### config.mk
export PLATFORM = sky130hd
export DESIGN_NAME = bin_a_bcd
export DESIGN_NICKNAME = d
export VERILOG_FILES = /design/src/rtl/bcd_pkg.sv /design/src/rtl/ajuste_bcd.sv /design/src/rtl/bin_a_bcd.sv
export SDC_FILE = /design/constraint.sdc
export NUM_CORES = 1
export LEC_CHECK = 0
export BUFFER_PORTS_ARGS = -buffer_cell sky130_fd_sc_hd__buf_4
export CAP_MARGIN = 25
export CELL_PAD_IN_SITES_DETAIL_PLACEMENT = 1
export CELL_PAD_IN_SITES_GLOBAL_PLACEMENT = 1
export CORE_ASPECT_RATIO = 0.8
export CORE_MARGIN = 5
export CORE_UTILIZATION = 48
export CTS_CLUSTER_SIZE = 20
export DETAILED_ROUTE_END_ITERATION = 10
export PLACE_DENSITY_LB_ADDON = 0.05
export SLEW_MARGIN = 40
export SYNTH_ARGS = -nofsm -noshare
export SYNTH_HDL_FRONTEND = slang
export SYNTH_SLANG_ARGS = --single-unit
### constraint.sdc
create_clock -name clk -period 4.46 [get_ports clk]
set_clock_uncertainty 0.05 [all_clocks]
set_input_delay 0.223 -clock clk [delete_from_list [all_inputs] [get_ports clk]]
set_output_delay 0.223 -clock clk [all_outputs]
set_load 0.05 [all_outputs]
### src/rtl/bcd_pkg.sv
// Shared types and constants for the 10-bit binary to BCD converter.
package bcd_pkg;

  localparam int BIN_W       = 10;
  localparam int ITERACIONES = 10;
  localparam int CNT_W       = 4;
  localparam int NIBBLES     = 4;

  typedef logic [3:0] digito_t;

  typedef enum logic [1:0] {
    INACTIVO,
    DESPLAZA,
    FIN
  } estado_t;

endpackage

### src/rtl/ajuste_bcd.sv
// Single-nibble double-dabble correction: values of 5 or more get +3 so the
// following left shift carries correctly into the next decimal digit.
module ajuste_bcd
  import bcd_pkg::*;
(
  input  digito_t entrada,
  output digito_t salida
);

  always_comb begin
    salida = entrada;
    if (entrada >= 4'd5) salida = entrada + 4'd3;
  end

endmodule

### src/rtl/bin_a_bcd.sv
// Iterative shift-add-3 binary to BCD converter: one input bit per clock,
// MSB first, with the four result digits registered only when a run finishes.
module bin_a_bcd
  import bcd_pkg::*;
(
  input  logic             clk,
  input  logic             n_reset,
  input  logic [BIN_W-1:0] numero,
  input  logic             iniciar,
  output logic [3:0]       millares,
  output logic [3:0]       centenas,
  output logic [3:0]       decenas,
  output logic [3:0]       unidades,
  output logic             ocupado,
  output logic             listo
);

  localparam int REG_W = 4 * NIBBLES + BIN_W;

  estado_t                estado;
  logic [REG_W-1:0]       registro;
  logic [CNT_W-1:0]       cuenta;
  logic [4*NIBBLES-1:0]   ajustado;
  logic [REG_W-1:0]       siguiente;

  for (genvar g = 0; g < NIBBLES; g++) begin : g_ajuste
    ajuste_bcd u_ajuste (
      .entrada (registro[BIN_W + 4*g +: 4]),
      .salida  (ajustado[4*g +: 4])
    );
  end

  // Scratch digits sit above the binary bits so one shift moves the next MSB in.
  assign siguiente = {ajustado, registro[BIN_W-1:0]} << 1;

  always_ff @(posedge clk or negedge n_reset) begin
    if (!n_reset) begin
      estado   <= INACTIVO;
      registro <= '0;
      cuenta   <= '0;
      millares <= '0;
      centenas <= '0;
      decenas  <= '0;
      unidades <= '0;
      ocupado  <= 1'b0;
      listo    <= 1'b0;
    end else begin
      listo <= 1'b0;
      case (estado)
        INACTIVO, FIN: begin
          if (iniciar) begin
            registro <= {{(4*NIBBLES){1'b0}}, numero};
            cuenta   <= '0;
            ocupado  <= 1'b1;
            estado   <= DESPLAZA;
          end else begin
            estado <= INACTIVO;
          end
        end
        DESPLAZA: begin
          registro <= siguiente;
          cuenta   <= cuenta + 1'b1;
          // The last shift's result goes straight to the outputs on this edge.
          if (cuenta == CNT_W'(ITERACIONES - 1)) begin
            estado   <= FIN;
            ocupado  <= 1'b0;
            listo    <= 1'b1;
            millares <= siguiente[BIN_W + 12 +: 4];
            centenas <= siguiente[BIN_W + 8 +: 4];
            decenas  <= siguiente[BIN_W + 4 +: 4];
            unidades <= siguiente[BIN_W +: 4];
          end
        end
        default: estado <= INACTIVO;
      endcase
    end
  end

endmodule

# Yosys cells after proc, flatten, opt, wreduce, memory -nomap -nowiden
# Cells that the tools add are included.
# op_classes
n_reduce_logical	6
add_sub_neg	5
n_mux	16
magnitude_cmp	4
n_eq_ne	5
# ops
cell	n
26-bit one-hot mux with 2 select lines	1
26-bit two-way mux	1
4-bit by 3-bit >= comparator with 1-bit output (second input constant)	4
4-bit two-way mux	4
4-bit by 2-bit adder with 4-bit output (second input constant)	3
4-bit one-hot mux with 2 select lines	1
1-bit two-way mux	5
4-bit by 1-bit adder with 4-bit output (second input constant)	1
4-bit == test (second input constant)	1
2-bit inequality test (second input constant)	2
2-bit one-hot mux with 2 select lines	1
2-bit AND reduction	2
3-bit by 2-bit adder with 3-bit output (second input constant)	1
3-bit two-way mux	1
3-bit AND reduction	1
2-bit by 1-bit == test with 1-bit output (second input constant)	1
2-bit == test (second input constant)	1
2-bit zero test	1
2-bit two-way mux	1
1-bit one-hot mux with 2 select lines	1
2-bit nonzero test	1
2-bit OR reduction	1
# totals
ff_bits	50
out_inout_bits	18

# Logic depth before layout (Yosys ltp)
# depth
ltp_word	4
ltp_mapped	7
ltp_nobuf	6

# Modules after synthesis
# From an unflattened synthesis, not the netlist that was laid out.
# hier_totals
hier_cells	206
area_unflattened_um2	2376.0
# modules_own_cells
module	area_per_inst_um2	cells_per_inst	instances
bin_a_bcd	1970.6	142	1
ajuste_bcd	101.3	16	4

# Worst setup path after synthesis
# No wires, ideal clock.
# synth_timing
path_kind	reg2reg
start	register registro[14]
end	register registro[16]
path_buffers	0
setup_time_ps	83
period_less_slack_ps	1580
required_time_ps	4327
arrival_ps	1447
stages_incl_launch_ff	7
path_slack_ps	2880
path_cell_list	dfrtp_1 -> inv_1 -> ha_1 -> nand2b_1 -> a21oi_1 -> mux2_2 -> o21ai_0
# synth_between
elab_chain_cells	3
# synth_rtl
item	line_no	source
start, declared	bin_a_bcd.sv:21	logic [REG_W-1:0] registro;
start signal, assigned	bin_a_bcd.sv:52	registro <= {{(4*NIBBLES){1'b0}}, numero};
start signal, assigned	bin_a_bcd.sv:61	registro <= siguiente;
4-bit by 2-bit adder with 4-bit output / 4-bit by 3-bit >= comparator with 1-bit output (equally long branches)	ajuste_bcd.sv:12	if (entrada >= 4'd5) salida = entrada + 4'd3;
4-bit two-way mux (*)	ajuste_bcd.sv:12	
26-bit one-hot mux with 2 select lines (*)	bin_a_bcd.sv:49	case (estado)
# Every way passes the cells marked *; elsewhere a longest branch is shown, timed or not.
# A chain may end at the register's enable or synchronous reset.

# Worst setup path after layout
# layout_timing
start	register cuenta[1]
end	register unidades[2]
# layout_between
elab_chain_cells	2
# layout_rtl
item	line_no	source
start, declared	bin_a_bcd.sv:22	logic [CNT_W-1:0] cuenta;
start signal, assigned	bin_a_bcd.sv:62	cuenta <= cuenta + 1'b1;
4-bit == test	bin_a_bcd.sv:64	if (cuenta == CNT_W'(ITERACIONES - 1)) begin
2-bit AND reduction (no source line)	--	
end signal, assigned	bin_a_bcd.sv:71	unidades <= siguiente[BIN_W +: 4];
end, declared	bin_a_bcd.sv:13	output logic [3:0] unidades,
# No other way between the ends.

==> run_summary.xml <==
<?xml version="1.0" encoding="UTF-8"?>
<metrics>
  <group name="status">
    <metric name="outcome" unit="">finished, final reports clean</metric>
  </group>
  <group name="synthesis">
    <metric name="yosys-top-cells-count" unit="">dfrtp_1, nand2_1, o21ai_0</metric>
    <metric name="synth_most_common_cell" unit="">dfrtp_1</metric>
    <metric name="number_of_synthesized_flops_with_an_enable_pin" unit="">0</metric>
    <metric name="netlist_top_cells_area" unit="">dfrtp_1, ha_1, nand2_1</metric>
    <metric name="post_synthesis_instance_area" unit="mm2">0.00234</metric>
    <metric name="yosys_register_bits" unit="">50</metric>
    <metric name="fraction_of_post_synthesis_cell_area_in_the_top_cell_type_by_area" unit="">0.534</metric>
    <metric name="yosysSeqAreaShare" unit="">0.534</metric>
    <metric name="synth_ff_type" unit="">dfrtp_1</metric>
    <metric name="syn-instance-count" unit="">219</metric>
    <metric name="postSynthNetCount" unit="">242</metric>
    <metric name="synth.largest_area_cell" unit="">dfrtp_1</metric>
    <metric name="synth_cell_type_count" unit="">26</metric>
    <metric name="yosysWarningCount" unit="">0</metric>
    <metric name="postSynth.asyncResetShare" unit="">1.00</metric>
    <metric name="synth_area_per_cell" unit="um2">10.7</metric>
  </group>
  <group name="cts">
    <metric name="clock-sinks" unit="">50</metric>
    <metric name="clk_root_buffer_cell" unit="">clkbuf_8</metric>
    <metric name="clock_tree.buffer_depth" unit="">2</metric>
    <metric name="cts_setup_buffers" unit="">0</metric>
    <metric name="cts_tree" unit="">built</metric>
    <metric name="worstSkewPairLatency" unit="ns">0.31</metric>
    <metric name="cts-htree-levels" unit="">2</metric>
    <metric name="clock_transition_at_path_regs" unit="ns">0.09</metric>
    <metric name="tritoncts.num_buffers" unit="">5</metric>
  </group>
  <group name="global_routing">
    <metric name="via_count_of_the_first_global_routing_pass" unit="">1873</metric>
    <metric name="antenna_found_initial" unit="">0</metric>
    <metric name="grt_pass1_wl" unit="um">8910</metric>
    <metric name="grt_max_degree" unit="">51</metric>
    <metric name="grt_overflow_total" unit="">0</metric>
    <metric name="global_route.usage.total" unit="">0.180</metric>
  </group>
  <group name="floorplan">
    <metric name="initial_core_utilization" unit="">0.504</metric>
    <metric name="placementRows" unit="">22</metric>
    <metric name="coreArea" unit="mm2">0.00465</metric>
    <metric name="fp.dieH" unit="um">72.5</metric>
    <metric name="dieArea" unit="mm2">0.00639</metric>
    <metric name="ioPinCount" unit="">31</metric>
    <metric name="die_x" unit="um">88.1</metric>
  </group>
  <group name="sta">
    <metric name="finalSetupViolCount" unit="">0</metric>
    <metric name="timing.final.hold_violations" unit="">0</metric>
    <metric name="worst-slew-pin-transition" unit="ns">0.667</metric>
    <metric name="timing.final.crit_share" unit="">0.408</metric>
    <metric name="max_clock_freq" unit="MHz">550</metric>
    <metric name="grt_setup_unrepaired" unit="">no</metric>
    <metric name="final_tns_setup" unit="ns">0</metric>
    <metric name="drv_slew" unit="">0</metric>
    <metric name="min_period" unit="ns">1.82</metric>
    <metric name="max_slew_margin" unit="">0.554</metric>
  </group>
  <group name="place">
    <metric name="placed_cells" unit="">302</metric>
    <metric name="globalplace.congestion" unit="">0.787</metric>
    <metric name="numPortBuffers" unit="">30</metric>
    <metric name="dpl_cell_area" unit="mm2">0.00260</metric>
    <metric name="detailed_place_hpwl" unit="um">3670</metric>
  </group>
  <group name="drt">
    <metric name="detailedRoute.firstPassIterationCount" unit="">4</metric>
    <metric name="wire_per_inst" unit="um">17.0</metric>
    <metric name="drtIter0Drc" unit="">78</metric>
    <metric name="final_antenna_net_count" unit="">0</metric>
    <metric name="drc" unit="">0</metric>
    <metric name="vias" unit="">1727</metric>
    <metric name="vias_per_cell" unit="">5.55</metric>
    <metric name="postRouteWirelength" unit="um">5280</metric>
  </group>
  <group name="critical_path">
    <metric name="critical_path_at" unit="ns">1.97</metric>
    <metric name="rrSetupSlack" unit="ns">2.64</metric>
    <metric name="timing_worst_setup_path_type" unit="">register to register</metric>
    <metric name="cp_data_required_time" unit="ns">4.61</metric>
    <metric name="critical_path.endpoint_type" unit="">register</metric>
    <metric name="worst-path-max-fanout" unit="">27</metric>
    <metric name="critPathLaunchType" unit="">register</metric>
  </group>
  <group name="pwr">
    <metric name="power" unit="uW">2310</metric>
    <metric name="pwr_per_cell_area" unit="mW/mm2">855</metric>
    <metric name="p_leak" unit="uW">0.00125</metric>
    <metric name="vdd_drop_max" unit="uV">489</metric>
  </group>
  <group name="layout">
    <metric name="finish.utilization" unit="">0.581</metric>
    <metric name="final_design_area_no_fill" unit="mm2">0.00270</metric>
    <metric name="drive_gt1_frac" unit="">0.243</metric>
    <metric name="layout.filler_cells" unit="">541</metric>
    <metric name="layout-area-overhead-vs-synth" unit="%">15.4</metric>
    <metric name="num-nets-final" unit="">273</metric>
    <metric name="antenna-diode-count" unit="">0</metric>
    <metric name="multi_input_area" unit="um2">998</metric>
    <metric name="final-instance-count-excl-fill" unit="">311</metric>
    <metric name="seqCellArea" unit="mm2">0.00125</metric>
  </group>
  <group name="hold_path">
    <metric name="worst_hold_path_type" unit="">primary input to register</metric>
  </group>
  <group name="run">
    <metric name="max_cap_check_violation_count" unit="">0</metric>
  </group>
</metrics>
==> path summary, 6_finish.rpt <==
path	from	end	cells past startpoint
hold reg to reg	registro[5]	registro[5]	2
max in group asynchronous	n_reset	registro[7]	2
setup / recovery	cuenta[1]	unidades[2]	6
min in group asynchronous	n_reset	decenas[3]	2
hold / removal	numero[4]	registro[4]	3
setup reg to reg	cuenta[1]	unidades[2]	6
==> timing repair <==
action,in CTS,in global routing
resized for setup,0,0
hold buffers,1,0
endpoints found under the hold margin,50,0
==> sequential cells by signal, indices dropped and copies added, names as in the netlist <==
register / count
centenas: 4
cuenta: 4
decenas: 4
estado: 2
listo: 1
millares: 4
ocupado: 1
registro: 26
unidades: 4
==> routing by layer <==
layer,track usage,part of all wire,vias to the layer above
li1,-,-,818
met1,0.232,0.46,877
met2,0.300,0.50,23
met3,0.0409,0.032,9
met4,0.0638,0.016,0
met5,0,0,-
==> cell type report <==
type,instances,area share
inverter,10,0.0139
timing repair buffer,33,0.0925
clock inverter,1,0.00185
multi-input combinational,150,0.369
clock buffer,7,0.0319
tap,60,0.0278
sequential,50,0.463
==> placed cells by master (no fill, tap or decap), drive strengths merged <==
cell / synthesis / layout
a21oi: 20 / 20
a22o: 8 / 8
a22oi: 9 / 9
buf: 7 / 32
clkbuf: 2 / 7
clkinv: 0 / 1
dfrtp: 50 / 50
dlygate4sd3: 0 / 1
ha: 10 / 10
inv: 10 / 10
mux2: 9 / 9
mux2i: 2 / 2
nand2: 32 / 32
nand2b: 6 / 6
nand3: 6 / 6
nand4: 1 / 1
nor2: 10 / 10
nor2b: 2 / 2
nor3: 6 / 6
nor3b: 7 / 7
o21ai: 18 / 18
xnor2: 4 / 4
==> through the flow <==
step	hold slack, ns	worst slack [ns]
2_1_floorplan	-0.123	2.88
3_3_place_gp	0.229	2.70
3_5_place_dp	0.236	2.59
4_1_cts	0.0700	2.57
5_1_grt	0.0666	2.51
6_report	0.0757	2.64
==> report_power, final <==
part           switching (uW)  internal (uW)
combinational             758            437
sequential                176            662
clock                     153            126
==> kinds of logic after synthesis <==
kind of cell / Yosys count / synth area share
buf+inv: 19 / 0.0411
flops: 50 / 0.534
fa+ha+maj: 10 / 0.0534
compound gates: 55 / 0.154
simple gates: 70 / 0.151
xor+xnor: 4 / 0.0149
mux: 11 / 0.0518
==> critical path, stage by stage, from the launching register on <==
cell	delay, ns
dfrtp_1	0.42
inv_1	0.07
ha_1	0.14
nand2_1	0.11
nor3_4	0.14
buf_4	0.37
mux2_2	0.39
No activity file was read; power rests on OpenSTA's default activity.
